<file path="config.mk">
export PLATFORM = sky130hd
export DESIGN_NAME = mnist_pool_binarizer
export DESIGN_NICKNAME = d
export VERILOG_FILES = /design/src/rtl/mnist_pre_pkg.sv /design/src/rtl/mnist_raster_counter.sv /design/src/rtl/mnist_pool_binarizer.sv
export SDC_FILE = /design/constraint.sdc
export NUM_CORES = 1
export LEC_CHECK = 0
export ABC_AREA = 1
export BUFFER_PORTS_ARGS = -buffer_cell sky130_fd_sc_hd__buf_2
export CORE_MARGIN = 1.5
export CORE_UTILIZATION = 30
export CTS_BUF_LIST = sky130_fd_sc_hd__clkbuf_8
export CTS_CLUSTER_SIZE = 40
export DETAILED_ROUTE_END_ITERATION = 8
export GPL_TIMING_DRIVEN = 0
export PLACE_DENSITY = 0.42
export REMOVE_ABC_BUFFERS = 1
export SYNTH_ARGS = -nofsm -noshare
export SYNTH_HDL_FRONTEND = slang
export SYNTH_HIERARCHICAL = 1
export SYNTH_SLANG_ARGS = --single-unit
</file>
<file path="constraint.sdc">
create_clock -name clk -period 6.3 [get_ports clk]
set_clock_uncertainty 0.15 [all_clocks]
set_input_delay 0.315 -clock clk [delete_from_list [all_inputs] [get_ports clk]]
set_output_delay 0.315 -clock clk [all_outputs]
set_load 0.05 [all_outputs]
</file>
<file path="src/rtl/mnist_pre_pkg.sv">
// Shared constants and types for the MNIST pooling/binarizing front end.
// Geometry is fixed here so every stage agrees on frame and block sizes.
package mnist_pre_pkg;

    localparam int IMG_W  = 28;
    localparam int IMG_H  = 28;
    localparam int POOL   = 4;
    localparam int PIX_W  = 8;
    localparam int THRESH = 2048;

    localparam int BLK_W  = IMG_W / POOL;
    localparam int BLK_H  = IMG_H / POOL;
    localparam int OUT_W  = BLK_W * BLK_H;
    localparam int ACC_W  = PIX_W + 2 * $clog2(POOL);

    localparam int OFF_W  = $clog2(POOL);
    localparam int BC_W   = $clog2(BLK_W);
    localparam int BR_W   = $clog2(BLK_H);
    localparam int IDX_W  = $clog2(OUT_W);

    typedef logic [ACC_W-1:0] acc_t;
    typedef logic [OUT_W-1:0] frame_t;

    // Bit position of a block inside the binarized frame (row-major).
    function automatic logic [IDX_W-1:0] blk_index(input logic [BR_W-1:0] br,
                                                   input logic [BC_W-1:0] bc);
        return IDX_W'(br) * IDX_W'(BLK_W) + IDX_W'(bc);
    endfunction

endpackage

</file>
<file path="src/rtl/mnist_raster_counter.sv">
// Raster position tracker split into in-block offsets and block coordinates,
// so the pooling stage never needs to divide a pixel column or row.
module mnist_raster_counter
    import mnist_pre_pkg::*;
(
    input  logic             clk,
    input  logic             rst_n,
    input  logic             step_i,
    input  logic             sof_restart_i,
    output logic [OFF_W-1:0] col_in_blk_o,
    output logic [OFF_W-1:0] row_in_blk_o,
    output logic [BC_W-1:0]  blk_col_o,
    output logic [BR_W-1:0]  blk_row_o,
    output logic             blk_first_o,
    output logic             blk_last_o,
    output logic             frame_last_o
);

    localparam logic [OFF_W-1:0] OFF_LAST = OFF_W'(POOL - 1);
    localparam logic [BC_W-1:0]  BC_LAST  = BC_W'(BLK_W - 1);
    localparam logic [BR_W-1:0]  BR_LAST  = BR_W'(BLK_H - 1);

    logic [OFF_W-1:0] cib_q, cib_d, cib_b;
    logic [OFF_W-1:0] rib_q, rib_d, rib_b;
    logic [BC_W-1:0]  bc_q, bc_d, bc_b;
    logic [BR_W-1:0]  br_q, br_d, br_b;

    // A restart treats the current pixel as (0,0), so advance from the origin.
    always_comb begin
        cib_b = sof_restart_i ? '0 : cib_q;
        rib_b = sof_restart_i ? '0 : rib_q;
        bc_b  = sof_restart_i ? '0 : bc_q;
        br_b  = sof_restart_i ? '0 : br_q;
        cib_d = cib_b;
        rib_d = rib_b;
        bc_d  = bc_b;
        br_d  = br_b;
        if (cib_b != OFF_LAST) begin
            cib_d = cib_b + OFF_W'(1);
        end else begin
            cib_d = '0;
            if (bc_b != BC_LAST) begin
                bc_d = bc_b + BC_W'(1);
            end else begin
                bc_d = '0;
                if (rib_b != OFF_LAST) begin
                    rib_d = rib_b + OFF_W'(1);
                end else begin
                    rib_d = '0;
                    br_d  = (br_b == BR_LAST) ? '0 : br_b + BR_W'(1);
                end
            end
        end
    end

    // NOTE: state updates use non-blocking assignments so every register
    // samples the pre-edge values, independent of statement order.
    always_ff @(posedge clk or negedge rst_n) begin
        if (!rst_n) begin
            cib_q <= '0;
            rib_q <= '0;
            bc_q  <= '0;
            br_q  <= '0;
        end else if (step_i) begin
            cib_q <= cib_d;
            rib_q <= rib_d;
            bc_q  <= bc_d;
            br_q  <= br_d;
        end
    end

    assign col_in_blk_o = cib_q;
    assign row_in_blk_o = rib_q;
    assign blk_col_o    = bc_q;
    assign blk_row_o    = br_q;
    assign blk_first_o  = (cib_q == '0) && (rib_q == '0);
    assign blk_last_o   = (cib_q == OFF_LAST) && (rib_q == OFF_LAST);
    assign frame_last_o = blk_last_o && (bc_q == BC_LAST) && (br_q == BR_LAST);

endmodule

</file>
<file path="src/rtl/mnist_pool_binarizer.sv">
// Sum-pools a 28x28 pixel stream in 4x4 blocks and thresholds each block,
// presenting one 49-bit binarized frame per image from a held output register.
module mnist_pool_binarizer
    import mnist_pre_pkg::*;
(
    input  logic             clk,
    input  logic             rst_n,
    input  logic             in_valid,
    output logic             in_ready,
    input  logic [PIX_W-1:0] in_pixel,
    input  logic             in_sof,
    output logic             out_valid,
    input  logic             out_ready,
    output logic [OUT_W-1:0] out_bits,
    output logic             frame_err
);

    logic [OFF_W-1:0] col_in_blk, row_in_blk;
    logic [BC_W-1:0]  blk_col, bc_eff;
    logic [BR_W-1:0]  blk_row, br_eff;
    logic             blk_first, blk_last, frame_last;
    logic             accept, at_origin, sof_restart;
    logic             blk_first_eff, blk_last_eff, frame_last_eff;

    acc_t             acc_q [BLK_W];
    acc_t             acc_sel, sum;
    logic             hit;
    frame_t           shadow_q, shadow_d;
    frame_t           out_bits_q;
    logic             out_valid_q;
    logic             frame_err_q;

    mnist_raster_counter u_cnt (
        .clk           (clk),
        .rst_n         (rst_n),
        .step_i        (accept),
        .sof_restart_i (sof_restart),
        .col_in_blk_o  (col_in_blk),
        .row_in_blk_o  (row_in_blk),
        .blk_col_o     (blk_col),
        .blk_row_o     (blk_row),
        .blk_first_o   (blk_first),
        .blk_last_o    (blk_last),
        .frame_last_o  (frame_last)
    );

    // Stall only the last pixel of a frame while the previous frame is still held.
    assign in_ready = !(frame_last && out_valid_q && !out_ready);
    assign accept   = in_valid && in_ready;

    assign at_origin   = (col_in_blk == '0) && (row_in_blk == '0) &&
                         (blk_col == '0) && (blk_row == '0);
    assign sof_restart = in_sof && !at_origin;

    // Effective position of the presented pixel once a misplaced SOF is honoured.
    assign bc_eff         = sof_restart ? '0 : blk_col;
    assign br_eff         = sof_restart ? '0 : blk_row;
    assign blk_first_eff  = blk_first || sof_restart;
    assign blk_last_eff   = blk_last && !sof_restart;
    assign frame_last_eff = frame_last && !sof_restart;

    assign acc_sel = acc_q[bc_eff];
    assign sum     = acc_sel + ACC_W'(in_pixel);
    assign hit     = (sum >= ACC_W'(THRESH));

    always_comb begin
        shadow_d = shadow_q;
        if (accept && blk_last_eff) begin
            shadow_d[blk_index(br_eff, bc_eff)] = hit;
        end
    end

    always_ff @(posedge clk or negedge rst_n) begin
        if (!rst_n) begin
            // NOTE: the accumulator bank is small and must read as zero after
            // reset, so it is reset explicitly rather than left to a RAM.
            for (int i = 0; i < BLK_W; i++) begin
                acc_q[i] <= '0;
            end
            shadow_q    <= '0;
            out_bits_q  <= '0;
            out_valid_q <= 1'b0;
            frame_err_q <= 1'b0;
        end else begin
            frame_err_q <= accept && sof_restart;
            if (accept) begin
                acc_q[bc_eff] <= blk_first_eff ? ACC_W'(in_pixel) : sum;
            end
            shadow_q <= shadow_d;
            if (accept && frame_last_eff) begin
                out_bits_q  <= shadow_d;
                out_valid_q <= 1'b1;
            end else if (out_ready) begin
                out_valid_q <= 1'b0;
            end
        end
    end

    assign out_valid = out_valid_q;
    assign out_bits  = out_bits_q;
    assign frame_err = frame_err_q;

endmodule

</file>
==> flow_metrics.env <==
export IMPL_multi_input_area_mm2=0.00448
export IMPL_drt_pass1_iter_count=5
export IMPL_antenna_found_initial=0
export IMPL_critPathKind="reg2reg"
export IMPL_dp_cells=1716
export IMPL_crit_path_start_kind="flop"
export IMPL_gp_congestion=0.755
export IMPL_rr_worst_depth=20
export IMPL_required_ps=6520
export IMPL_finalPower_mw=3.16
export IMPL_maxCapViolations=0
export IMPL_vias=8087
export IMPL_path_clk_slew_ps=110
export IMPL_p_per_area_mw_per_mm2=280
export IMPL_root_buffer="clkbuf_8"
export IMPL_tns_ps=0
export IMPL_worstPathArrival_ps=5680
export IMPL_hold_class="in2reg"
export IMPL_rows=66
export IMPL_grt_pass1_wl_mm=44.4
export IMPL_hpwl_mm=16.3
export IMPL_end_kind="flop"
export IMPL_drt_iter0_drc=540
export IMPL_layout_commonest_cell="nand2_1"
export IMPL_grt_overflow=0
export IMPL_routed_wl_mm=26.7
export IMPL_die_h_um=186
export IMPL_final_cell_area_mm2=0.0113
export IMPL_drc_errors=0
export IMPL_place_area_mm2=0.0108
export IMPL_tightestPinTransition_ps=1270
export IMPL_syn2layout_area_growth_pct=11.8
export IMPL_final_cell_mix="nand2_1, dfrtp_1, nand3_1, inv_1, nor2_1"
export IMPL_maxSlewHeadroom_pct=15.3
export IMPL_min_delay_path_depth=3
export IMPL_insertion_delay_ps=510
export IMPL_slew_viol_final=0
export IMPL_yosysWarnings=6
export IMPL_initial_core_util_pct=30.7
export IMPL_grt_max_degree=109
export IMPL_whs_ps=144
export IMPL_p_leak_nw=6.04
export IMPL_viasPerCell=4.61
export IMPL_cts_buffers=17
export IMPL_seqCellArea_mm2=0.00485
export IMPL_die_w_um=186
export IMPL_fill_cells=3528
export IMPL_fmax_mhz=183
export IMPL_diodes=0
export IMPL_io_buffers=64
export IMPL_path_max_fanout=51
export IMPL_synth_cell_types=40
export IMPL_vdd_ir_drop_max_uv=148
export IMPL_die_area_mm2=0.0347
export IMPL_finalHoldViolCount=0
export IMPL_avgSynthCellArea_um2=8.01
export IMPL_cts_buffer_depth=2
export IMPL_first_global_vias=8144
export IMPL_drive_gt1_share_pct=17.0
export IMPL_setup_viol=0
export IMPL_layout_cells_non_filler=1755
export IMPL_ys_seq_elements=194
export IMPL_core_mm2=0.0328
export IMPL_fin_crit_sh_pct=86.7
export IMPL_ios=65
export IMPL_wire_per_inst_um=15.2
export IMPL_cts_sinks=194
export IMPL_cts_tree="done"
export IMPL_nNetsFinal=1340
export IMPL_status="complete, no violations"
export IMPL_ant_nets=0
export IMPL_cts_max_level=4
export IMPL_synthCells=1258
export IMPL_syn_area_mm2=0.0101
export IMPL_period_needed_ps=5460
export IMPL_ys_seq_area_share_pct=48.2
export IMPL_rsz0062_at_grt="no"
export IMPL_grt_usage_pct=16.8
[layer usage]
metal / vias to the layer above / track usage, % / wire (um) / share of wire, %
li1: 4096 / - / - / -
met1: 3869 / 22.7 / 13400 / 50
met2: 102 / 27.6 / 12200 / 46
met3: 20 / 3.10 / 716 / 2.7
met4: 0 / 4.39 / 327 / 1.2
met5: - / 0 / 0 / 0
[final cells by class]
class,instances,share of cell area (%)
repair buffers,76,4.24
well taps,442,4.91
inverters,138,4.62
clock inverters,12,1.20
multi-input cells,875,39.8
flip-flops and latches,194,43.1
clock buffers,18,2.20
[power breakdown]
group | switching [mW] | leakage, nW | internal (mW) | total, mW
clock network | 0.481 | 0.194 | 0.362 | 0.843
logic | 0.528 | 3.22 | 0.263 | 0.791
registers | 0.101 | 2.62 | 1.42 | 1.52
[kinds of logic (layout without fill, tap and decap cells)]
group,count (synthesis),in the layout,synth area share [%]
multiplexers,1,1,0.0993
XOR/XNOR,10,10,0.869
flip-flops,194,194,48.2
adder cells (fa/ha/maj),25,25,3.48
AND/OR/NAND/NOR,687,688,31.3
AO/OA/AOI/OAI,151,151,8.21
buffers and inverters,190,244,7.86
[per-stage QoR]
step                      utilization, %  setup slack [ps]
after floorplan                        -              1360
after global placement              32.6              -898
after detailed placement            32.9             -66.4
after CTS                           34.2              21.1
after global routing                34.4               205
final                               34.4               835
[Yosys cell counts, drive strengths merged]
cell type	count	share of area, %
a2111oi	4	0.35
a211oi	3	0.22
a21oi	35	1.7
a22oi	1	0.075
a31o	1	0.087
and3	3	0.19
buf	26	1.7
clkbuf	26	0.98
dfrtp	194	48
fa	5	0.99
ha	20	2.5
inv	138	5.1
mux2i	1	0.099
nand2	361	14
nand3	159	9.5
nand4	4	0.25
nor2	101	4.0
nor3	7	0.46
nor4	3	0.19
o211ai	4	0.40
o21ai	101	5.1
o21bai	1	0.19
o22ai	1	0.062
or2	49	3.0
xnor2	4	0.35
xor2	6	0.52
[flip-flops by register name (all words and copies together) (netlist names)]
signal	count
acc_q	84
frame_err	1
out_bits	49
out_valid	1
shadow_q	49
u_cnt/blk_col_o	3
u_cnt/blk_row_o	3
u_cnt/col_in_blk_o	2
u_cnt/row_in_blk_o	2
[critical path, stage by stage (launching register included)]
cell,delay (ps)
dfrtp_1,710
nor2_1,210
nand3_1,150
o21bai_4,320
nand2_8,280
inv_4,400
nand2_1,80
and3_1,150
a2111oi_0,480
ha_1,270
nand3_1,90
nand2_1,130
nand2_1,80
o211ai_1,150
a21oi_1,180
nor3_4,440
nand2_1,230
nand2_8,390
nand2_2,220
nand3_1,120
o21ai_1,60
[repair_timing]
item,4_1_cts,5_1_grt
resized for setup,2,2
endpoints found under the setup margin,11,108
pin swaps,1,1
endpoints found under the hold margin,87,0
cloned,1,0
buffers inserted,0,6
hold buffers,2,0
[worst paths after layout]
kind,slack (ps),endpoint,start
min reg2reg,330,out_bits[27],out_bits[27]
min in group asynchronous,240,acc_q[48],rst_n
max,840,acc_q[59],u_cnt/blk_col_o[0]
max reg2reg,840,acc_q[59],u_cnt/blk_col_o[0]
max in group asynchronous,4690,shadow_q[39],rst_n
min,140,acc_q[48],in_pixel[0]
Note: power is estimated with default switching activity, not from simulation.
